==> src/rtl/morse_message_sequencer.sv <==
// Sends a latched message of up to four BCD digits, most-significant first, to a
// downstream digit encoder, spacing characters by a programmable inter-character gap.
module morse_message_sequencer #(
  parameter int unsigned CHAR_GAP    = 150_000_000,
  parameter int unsigned ACK_TIMEOUT = 16
) (
  input  logic        clk,
  input  logic        rst,
  input  logic        load,
  input  logic [15:0] digits_in,
  input  logic [2:0]  num_digits,
  input  logic        abort,
  input  logic        enc_busy,
  output logic        enc_start,
  output logic [3:0]  enc_digit,
  output logic        busy,
  output logic        done,
  output logic        err,
  output logic [1:0]  digit_idx,
  output logic [2:0]  state_dbg
);

  // Encoder handshake: enc_start is a one-cycle pulse with enc_digit valid in the same
  // cycle; the encoder acknowledges by raising enc_busy and finishes by dropping it.
  // enc_busy must be seen high within ACK_TIMEOUT cycles counted from the enc_start cycle.
  localparam int ACK_W = $clog2(ACK_TIMEOUT + 1);
  localparam logic [ACK_W-1:0] ACK_LAST = ACK_W'(ACK_TIMEOUT - 1);

  typedef enum logic [2:0] {
    IDLE      = 3'd0,
    ISSUE     = 3'd1,
    WAIT_ACK  = 3'd2,
    WAIT_DONE = 3'd3,
    GAP       = 3'd4,
    FINISH    = 3'd5
  } state_t;

  state_t           state;
  logic [15:0]      msg;
  logic [31:0]      timer;
  logic [ACK_W-1:0] ack_cnt;
  logic             load_valid;
  logic [1:0]       first_idx;
  logic [1:0]       next_idx;

  function automatic logic load_ok(input logic [15:0] d, input logic [2:0] n);
    logic ok;
    ok = (n != 3'd0) && (n <= 3'd4);
    for (int k = 0; k < 4; k++) begin
      if ((k < int'(n)) && (d[4*k +: 4] > 4'd9)) ok = 1'b0;
    end
    return ok;
  endfunction

  always_comb begin
    load_valid = load_ok(digits_in, num_digits);
    first_idx  = 2'(num_digits - 3'd1);
    next_idx   = digit_idx - 2'd1;
  end

  assign state_dbg = 3'(state);

  always_ff @(posedge clk or posedge rst) begin
    if (rst) begin
      state     <= IDLE;
      msg       <= '0;
      timer     <= '0;
      ack_cnt   <= '0;
      enc_start <= 1'b0;
      enc_digit <= '0;
      busy      <= 1'b0;
      done      <= 1'b0;
      err       <= 1'b0;
      digit_idx <= '0;
    end else begin
      enc_start <= 1'b0;
      done      <= 1'b0;
      err       <= 1'b0;
      if (abort && (state != IDLE)) begin
        state   <= IDLE;
        busy    <= 1'b0;
        timer   <= '0;
        ack_cnt <= '0;
      end else begin
        case (state)
          IDLE: begin
            if (load) begin
              if (load_valid) begin
                msg       <= digits_in;
                digit_idx <= first_idx;
                enc_digit <= digits_in[{first_idx, 2'b00} +: 4];
                enc_start <= 1'b1;
                busy      <= 1'b1;
                state     <= ISSUE;
              end else begin
                err <= 1'b1;
              end
            end
          end
          ISSUE: begin
            // The start cycle itself counts toward the acknowledge window.
            ack_cnt <= ACK_W'(1);
            state   <= WAIT_ACK;
          end
          WAIT_ACK: begin
            if (enc_busy) begin
              ack_cnt <= '0;
              state   <= WAIT_DONE;
            end else if (ack_cnt >= ACK_LAST) begin
              ack_cnt <= '0;
              err     <= 1'b1;
              busy    <= 1'b0;
              state   <= IDLE;
            end else begin
              ack_cnt <= ack_cnt + ACK_W'(1);
            end
          end
          WAIT_DONE: begin
            if (!enc_busy) begin
              if (digit_idx == 2'd0) begin
                done  <= 1'b1;
                state <= FINISH;
              end else begin
                timer <= 32'(CHAR_GAP - 1);
                state <= GAP;
              end
            end
          end
          GAP: begin
            if (timer == 32'd0) begin
              digit_idx <= next_idx;
              enc_digit <= msg[{next_idx, 2'b00} +: 4];
              enc_start <= 1'b1;
              state     <= ISSUE;
            end else begin
              timer <= timer - 32'd1;
            end
          end
          FINISH: begin
            busy  <= 1'b0;
            state <= IDLE;
          end
          default: begin
            busy  <= 1'b0;
            state <= IDLE;
          end
        endcase
      end
    end
  end

endmodule

==> config.mk <==
export PLATFORM = sky130hd
export DESIGN_NAME = morse_message_sequencer
export DESIGN_NICKNAME = d
export VERILOG_FILES = /design/src/rtl/morse_message_sequencer.sv
export SDC_FILE = /design/constraint.sdc
export NUM_CORES = 1
export LEC_CHECK = 0
export ABC_AREA = 0
export CAP_MARGIN = 20
export CORE_MARGIN = 5
export CORE_UTILIZATION = 31
export DETAILED_ROUTE_END_ITERATION = 10
export GPL_ROUTABILITY_DRIVEN = 0
export GPL_TIMING_DRIVEN = 0
export HOLD_SLACK_MARGIN = 0.03
export SYNTH_ARGS = -nofsm -noshare
export SYNTH_HDL_FRONTEND = slang
export SYNTH_SLANG_ARGS = --single-unit
==> constraint.sdc <==
create_clock -name clk -period 2.4 [get_ports clk]
set_input_delay 0.6 -clock clk [delete_from_list [all_inputs] [get_ports clk]]
set_output_delay 0.6 -clock clk [all_outputs]
set_load 0.02 [all_outputs]
Yosys cells after proc, flatten, opt, wreduce, memory -nomap -nowiden --
Index checks and enable logic that the tools add are counted.
Word-level totals: register bits after elaboration 66, output and inout bits 13, input port bits 24, logic and storage cells 115
Operators by class: $add $sub $neg 4, $lt $le $gt $ge 10, shift operators 2, multiplexer cells 51, eq/ne operators 17, reductions and logical operators 20, bitwise gates (word level) 1
Operator list (count):
- 2-to-1 mux 32 bit | 4
- one-hot mux 32 bit (2 select lines) | 1
- zero test 32 bit | 1
- indexed part select 16 x 5 -> 4 bit | 2
- subtractor 32 x 1 -> 32 bit, second input constant | 1
- inequality test 3 bit, second input constant | 8
- 2-to-1 mux 1 bit | 23
- 2-to-1 mux 3 bit | 7
- greater-than comparator 4 bit, second input constant | 4
- 2-to-1 mux 5 bit | 3
- one-hot mux 3 bit (5 select lines) | 1
- AND reduction 5 bit | 3
- 2-to-1 mux 4 bit | 3
- nonzero test 3 bit | 4
- one-hot mux 5 bit (2 select lines) | 1
- one-hot mux 4 bit (2 select lines) | 1
- AND reduction 4 bit | 2
- == test 3 x 2 -> 1 bit, second input constant | 2
- logical AND 1 bit | 6
- less-than comparator 1 x 3 -> 1 bit, first input constant | 2
- less-than comparator 2 x 3 -> 1 bit, first input constant | 2
- 2-to-1 mux 2 bit | 3
- inequality test 2 bit, second input constant | 3
- adder 5 x 1 -> 5 bit, second input constant | 1
- other kinds (15) | 17

Depth between registers and ports, before layout --
Gate-level depths: netlist (run 1).
word-level depth 10, depth in mapped cells 10

Worst setup path before layout (run 1) --
Ideal clock, no wire load.
kind register to register, start point register digit_idx[0], end point register timer[10], arrival time 2.365 ns, setup slack -0.043 ns, required time 2.322 ns, clock period less this slack 2.443 ns, setup time 0.078 ns, buffers on the path 2, cell stages (with the launch flop) 10, path through dfrtp_1 > clkbuf_1 > inv_1 > ha_1 > nor4b_1 > o21ai_1 > and2_1 > clkbuf_1 > or4_1 > a21oi_1
Between the ends: cells in the longest elaborated chain, start to end 3
RTL lines:
- from (decl) | line 19 | output logic [1:0] digit_idx,
- from (signal assigned) | line 90 | digit_idx <= first_idx;
- from (signal assigned) | line 131 | digit_idx <= next_idx;
- zero test 2 bit | line 120 | if (digit_idx == 2'd0) begin
- inequality test 3 bit (no line)
- AND reduction 4 bit (no line)
- to (signal assigned) | line 124 | timer <= 32'(CHAR_GAP - 1);
- to (signal assigned) | line 136 | timer <= timer - 32'd1;
- to (decl) | line 40 | logic [31:0] timer;
Every way passes these cells. A chain may end at the register's enable or synchronous reset.

Worst setup path after layout (run 1) --
start point input num_digits[1], end point register msg[3]
Between the ends: cells in the longest elaborated chain, start to end 7, elaborated cells between the ends (all ways) 16, classes of those cells 5 x order compare; 4 x mux; 7 x reduce/logical
RTL lines:
- from (decl) | line 11 | input logic [2:0] num_digits,
- less-or-equal comparator 3 bit (tied with other cells) | line 48 | ok = (n != 3'd0) && (n <= 3'd4);
- logical AND 1 bit, on equally long branches | line 48, 50
- 2-to-1 mux 1 bit (3 in a row) | line 50 | if ((k < int'(n)) && (d[4*k +: 4] > 4'd9)) ok = 1'b0;
- 2-to-1 mux 1 bit (*) | line 50
- AND reduction 4 bit (no line) (*)
- to (signal assigned) | line 89 | msg <= digits_in;
- to (decl) | line 39 | logic [15:0] msg;
Mark *: on every way between the ends. The rest lies on a longest branch, timed or not.

==> results of run 1 <==
[layout make-up]
type / instances / share of cell area
repair buffers: 42 / 0.08010
inverters: 12 / 0.009394
flip-flops and latches: 66 / 0.3263
clock buffers: 12 / 0.04870
clock inverters: 3 / 0.007911
plain buffers: 25 / 0.02695
multi-input cells: 309 / 0.4581
well taps: 172 / 0.04252
[worst min path at each step]
stage	slack, ns	start	cells after the start	to
2_1_floorplan	0.45	timer[3]	1	timer[3]
3_3_place_gp	0.47	timer[3]	1	timer[3]
3_5_place_dp	0.49	timer[3]	1	timer[3]
4_1_cts	0.50	timer[3]	1	timer[3]
5_1_grt	0.52	msg[7]	1	msg[7]
6_report	0.50	msg[5]	1	msg[5]
[layer usage]
metal  up-vias  share of wire
met2       136           0.48
li1       1693              -
met4         0          0.020
met5         -              0
met1      1812           0.44
met3        21          0.059
[cell usage after synthesis, drive strengths merged, types with 10 or more instances]
library cell	instances	share of area
a31oi	15	0.025
mux2	22	0.062
nand4	10	0.016
nor3	14	0.018
nor2	30	0.028
o21ai	23	0.029
inv	12	0.011
clkbuf	20	0.019
nand2	34	0.033
or4	11	0.021
nor4	13	0.025
dfrtp	66	0.41
nand3	10	0.014
a21oi	20	0.025
[critical path, stage by stage]
cell,delay [ns]
clkdlybuf4s50_1,0.51
inv_1,0.08
ha_1,0.18
nor2_1,0.13
a41oi_2,0.07
a211oi_4,0.27
nand3_4,0.17
buf_4,0.25
mux2_2,0.29
[stage by stage]
step,std cells,utilization
after floorplan,414,-
after global placement,620,0.3600
after detailed placement,620,0.3602
after CTS,639,0.3902
after global routing,641,0.4011
final,641,0.4011
[power groups by stage]
stage | clock network, mW | logic [mW] | registers, mW
2_1_floorplan | 0 | 1.33 | 1.81
3_3_place_gp | 0 | 1.96 | 1.78
3_5_place_dp | 0 | 1.98 | 1.80
4_1_cts | 1.33 | 2.03 | 1.80
5_1_grt | 1.38 | 2.30 | 1.90
6_report | 1.31 | 2.10 | 1.85
[timing repair]
item	CTS	global route
endpoints found under the setup margin	46	48
pin swaps	1	4
buffers inserted	4	4
gates cloned	0	0
resized for setup	19	30
[state kept, by name, indices dropped and copies added (netlist names)]
| register | cells |
|---|---|
| ack_cnt | 5 |
| busy | 1 |
| digit_idx | 2 |
| done | 1 |
| enc_digit | 4 |
| enc_start | 1 |
| err | 1 |
| msg | 16 |
| state_dbg | 3 |
| timer | 32 |
[cell families (layout without fill, tap and decap cells)]
kind of cell,after synthesis,in the layout,synth area share
AO/OA/AOI/OAI,107,107,0.1807
adder cells (fa/ha/maj),6,6,0.01886
buffers and inverters,39,94,0.03897
flip-flops,66,66,0.4148
multiplexers,35,35,0.1201
AND/OR/NAND/NOR,161,161,0.2266
[placed cells by master (no fill, tap or decap), types with 13 or more instances in the layout]
cell type / synthesis / routed
dfrtp_1: 66 / 66
nand2_1: 33 / 32
clkdlybuf4s50_1: 0 / 32
nor2_1: 30 / 29
mux2_2: 22 / 22
o21ai_0: 21 / 20
a21oi_1: 20 / 19
a31oi_1: 14 / 13
nor3_1: 14 / 13
==> metrics.csv, run 1 <==
metric,value,unit
antenna cells,0,
relative slew slack,0.4351,
nets,495,
"Distinct cells, synth",60,
Clock power frac,0.249,
Critical path origin,num_digits[1],
Setup Viol. Count Final,0,
drt pass-1 iters,5,
Synth Warn #,0,
Cells after Synth,414,
vias in the first global route,3673,
met1 Use GR,0.1957,
DRC,0,
Fmax achieved,0.4287,GHz
Hold Buf Count CTS,0,
Iter 0 DRT Violations,226,
part of the cycle the worst path needs,0.9720,
Max Cap Viol,0,
Reg2Reg Setup Slack,0.11,ns
row count,41,
switching power,1.990,mW
Layout area overhead,27.12,%
syn_area_per_cell,9.617,sq um
Critical Path RT,2.62,ns
Die ar.,15210,sq um
Max Root-Sink Buffers,2,
Power Density,1038,nW/um^2
post-synthesis cell area,3981,sq um
crit path to,msg[3],
initial core utilization,0.3155,
CP endpoint kind,register,
Wirelength per Cell,17.74,um
post-route ant nets,0,
CTS Buf Count,9,
detailed placer's ending HPWL,7.903,mm
initial antenna violation count,0,
Yosys reg bits,66,
clock skew,0.006686,ns
Setup Crit Path Kind,primary input to register,
final WL,11.37,mm
fill count,1276,
Post-synth EDFFs,0,
startpoint class of the critical path,primary input,
Via Count,3662,
core area,12620,sq um
largest fanout on the critical path,10,
area occupied by multi-input gates,2318,sq um
crit path time final,2.333,ns
Final Cell Area,5061,sq um
Worst R2R Start,timer[20],
register area,1652,sq um
IO buf count,34,
grt met3 use,0.03477,
slew at the pin closest to its max-slew limit,0.8473,ns
CP Data Arrival Time,2.55,ns
Most Crowded Layer GR,met2,
clock-pin slew on the worst setup and hold paths,0.05,ns
total grt overflow,0,
CTS H-tree lvls,3,
sequential share of the synthesized area,0.4148,
setup TNS,0,ns
Worst Reg-to-Reg Cells,8,
r2r endpoint,timer[11],
Final WS setup,0.06710,ns
worst hold path type,register to register,
root buffer cell,clkbuf_16,
Sink Count,66,
asr flop ratio synth,1.000,
LEAKAGE,1.963,nW
layout cells sized above 1,0.2132,
outcome,"finished, final reports clean",
global-route wire length before repair,18.48,mm
largest net degree at the start of global routing,67,
Final Hold Vio Count,0,
Post-Syn Nets,444,
Pint,3.265,mW
Flop pwr share,0.352,
Synth Flop Type,dfrtp_1,
number of I/O pins,37,
VDD IR max,518.5,uV
total power,5.255,mW
Tot GR Track Use,0.1543,
Post-DP Area,4546,sq um
worst hold slack,0.4988,ns
Die X,123.3,um
Placement Setup Slack,-0.7142,ns
Skew-Pair Late Insertion Delay,0.34,ns
Switching Fraction,0.3787,
logic gate share of total power,0.399,
CTS tree,yes,
Final Slew Violations,0,
met2 GRT Util,0.2514,
chip height,123.3,um
DR vias/cell,5.713,
(Power assumes the default switching activity.)
==> run 2, diff against run 1 <==
==> constraint.sdc (replaced) <==
create_clock -name clk -period 2.56 [get_ports clk]
set_input_delay 0.64 -clock clk [delete_from_list [all_inputs] [get_ports clk]]
set_output_delay 0.64 -clock clk [all_outputs]
set_load 0.02 [all_outputs]
==> run 2 against run 1 <==
Against the previous run: sequential power decreased by 7%; routed wire length decreased by 0.43%; clock skew increased by 0.0019 ns; utilization decreased by 0.76 points; first-iteration DRC count increased by 19%; via count decreased by 1.5%; sequential share of layout area increased by 0.66 points; hold slack improved by 0.0021 ns.
==> metrics.csv, run 2 (synthesis results as in run 1) <==
metric,value,unit,change
largest net degree at the start of global routing,67,,unchanged
Reg2Reg Setup Slack,0.12,ns,about the same
Biggest register,timer,,
Max Cap Viol,0,,unchanged
Setup Crit Path Kind,primary input to register,,
Via Count,3607,,-1.5%
Worst Reg-to-Reg Cells,5,,-3
Iter 0 DRT Violations,270,,+19%
global-route wire length before repair,18.69,mm,+1.2%
Die ar.,15210,sq um,unchanged
post-route ant nets,0,,unchanged
Power Density,985.4,nW/um^2,-5.1%
CTS H-tree lvls,3,,unchanged
Fmax achieved,0.4021,GHz,
Max Root-Sink Buffers,2,,unchanged
layout cells sized above 1,0.1970,,-0.01622
crit path to,msg[9],,
relative slew slack,0.4297,,-0.005420
nets,492,,-0.61%
detailed placer's ending HPWL,7.836,mm,-0.85%
Final Hold Vio Count,0,,unchanged
VDD IR max,458.0,uV,-12%
worst hold slack,0.5008,ns,+0.002058 ns
r2r endpoint,timer[22],,
Sink Count,66,,unchanged
Setup Viol. Count Final,0,,unchanged
clock skew,0.008554,ns,+0.001868 ns
DRC,0,,unchanged
Wirelength per Cell,17.72,um,-0.12%
most frequent cells in the layout,"dfrtp_1, clkdlybuf4s50_1, nand2_1",,
worst hold path type,register to register,,
antenna cells,0,,unchanged
chip height,123.3,um,unchanged
Final WS setup,0.07313,ns,+0.006030 ns
switching power,1.854,mW,-6.8%
Die X,123.3,um,unchanged
Placement Setup Slack,-0.6311,ns,+0.08316 ns
DR vias/cell,5.645,,-1.2%
crit path time final,2.487,ns,
fill count,1293,,+1.3%
Hold Buf Count CTS,0,,unchanged
initial core utilization,0.3155,,unchanged
slew at the pin closest to its max-slew limit,0.8555,ns,+0.008129 ns
Final Slew Violations,0,,unchanged
final WL,11.32,mm,-0.43%
Switching Fraction,0.3789,,about the same
CP endpoint kind,register,,
largest fanout on the critical path,10,,unchanged
initial antenna violation count,0,,unchanged
number of I/O pins,37,,unchanged
total grt overflow,0,,unchanged
Clock power frac,0.259,,+0.010
vias in the first global route,3662,,-0.30%
outcome,"finished, final reports clean",,
Skew-Pair Late Insertion Delay,0.33,ns,about the same
"most common cell after layout, fill and taps aside",dfrtp_1,,
largest registers,"timer x32, msg x16, ack_cnt x5",,
Critical Path RT,2.77,ns,+0.15 ns
root buffer cell,clkbuf_16,,
Critical path origin,num_digits[1],,
total power,4.892,mW,-6.9%
startpoint class of the critical path,primary input,,
max reg flops,32,,unchanged
CP Data Arrival Time,2.69,ns,+0.14 ns
Pint,3.038,mW,-6.9%
part of the cycle the worst path needs,0.9714,,
IO buf count,34,,unchanged
cell count after placement,620,,unchanged
Flop pwr share,0.353,,about the same
CTS Buf Count,9,,unchanged
core area,12620,sq um,unchanged
LEAKAGE,1.933,nW,-1.5%
logic gate share of total power,0.389,,-0.010
Layout area overhead,24.70,%,
Layout Cells excl Fill,639,,-0.31%
Hold Crit Start,msg[10],,
drt pass-1 iters,5,,unchanged
Tot GR Track Use,0.1553,,+0.001028
CTS tree,yes,,
clock-pin slew on the worst setup and hold paths,0.05,ns,about the same
Worst R2R Start,timer[10],,
row count,41,,unchanged
## run 2: cell types whose count changed in the layout (fill, tap and decap cells not counted), sizes merged
| cell | delta |
|---|---|
| clkbuf | +3 |
| buf | -7 |
| clkinv | +1 |
| clkdlybuf4s50 | +2 |
| dlymetal6s2s | -2 |
| clkinvlp | +1 |
## run 2: power by group through the flow
stage | Clock (mW) | Sequential, mW | Combinational (mW)
2_1_floorplan | 0 | 1.70 | 1.24
3_3_place_gp | 0 | 1.67 | 1.83
3_5_place_dp | 0 | 1.69 | 1.87
4_1_cts | 1.29 | 1.70 | 1.87
5_1_grt | 1.34 | 1.77 | 2.07
6_report | 1.27 | 1.72 | 1.90
## run 2: cell type report
type	count	area, sq um	share of cell area
sequential	66	1653	0.3329
inverter	12	47.55	0.009577
clock buffer	11	252.7	0.05091
tap	172	215.2	0.04335
timing repair buffer	38	370.4	0.07460
clock inverter	5	52.55	0.01058
multi-input combinational	309	2257	0.4546
buffer	26	116.4	0.02344
## run 2: critical path, cell delays in order
cell and delay (ns):
clkdlybuf4s50_1 0.51, inv_1 0.08, ha_1 0.17, nor2_1 0.10, a41oi_1 0.08, a211oi_4 0.31, nand3_2 0.22, buf_2 0.29
mux2_2 0.30
## run 2: metal layers
layer,part of all wire,vias to the layer above,GRT usage
li1,-,1689,-
met1,0.44,1754,0.1999
met2,0.48,140,0.2576
met3,0.059,24,0.03385
met4,0.023,0,0.05467
met5,0,-,0
## run 2: worst min path at each step
| stage | end | slack, ns | depth (start not counted) |
|---|---|---|---|
| final | msg[10] | 0.50 | 1 |
| after global routing | msg[7] | 0.51 | 1 |
| after CTS | msg[5] | 0.50 | 1 |
| after detailed placement | timer[3] | 0.49 | 1 |
| after global placement | timer[3] | 0.47 | 1 |
| after floorplan | timer[3] | 0.45 | 1 |
## run 2: what timing repair did
| action | 4_1_cts | 5_1_grt |
|---|---|---|
| resized for setup | 10 | 18 |
| pin swaps | 2 | 2 |
| setup buffers | 4 | 0 |
| endpoints found under the setup margin | 47 | 43 |
## run 2: metrics by stage
| step | util | cell area (sq um) | setup TNS, ns |
|---|---|---|---|
| final | 0.3934 | 4965 | 0 |
| after CTS | 0.3888 | 4906 | 0 |
| after detailed placement | 0.3597 | 4539 | -23.56 |
| after global placement | 0.3595 | 4537 | -86.70 |
| after global routing | 0.3934 | 4965 | -0.0001625 |
| after floorplan | - | 3981 | 0 |
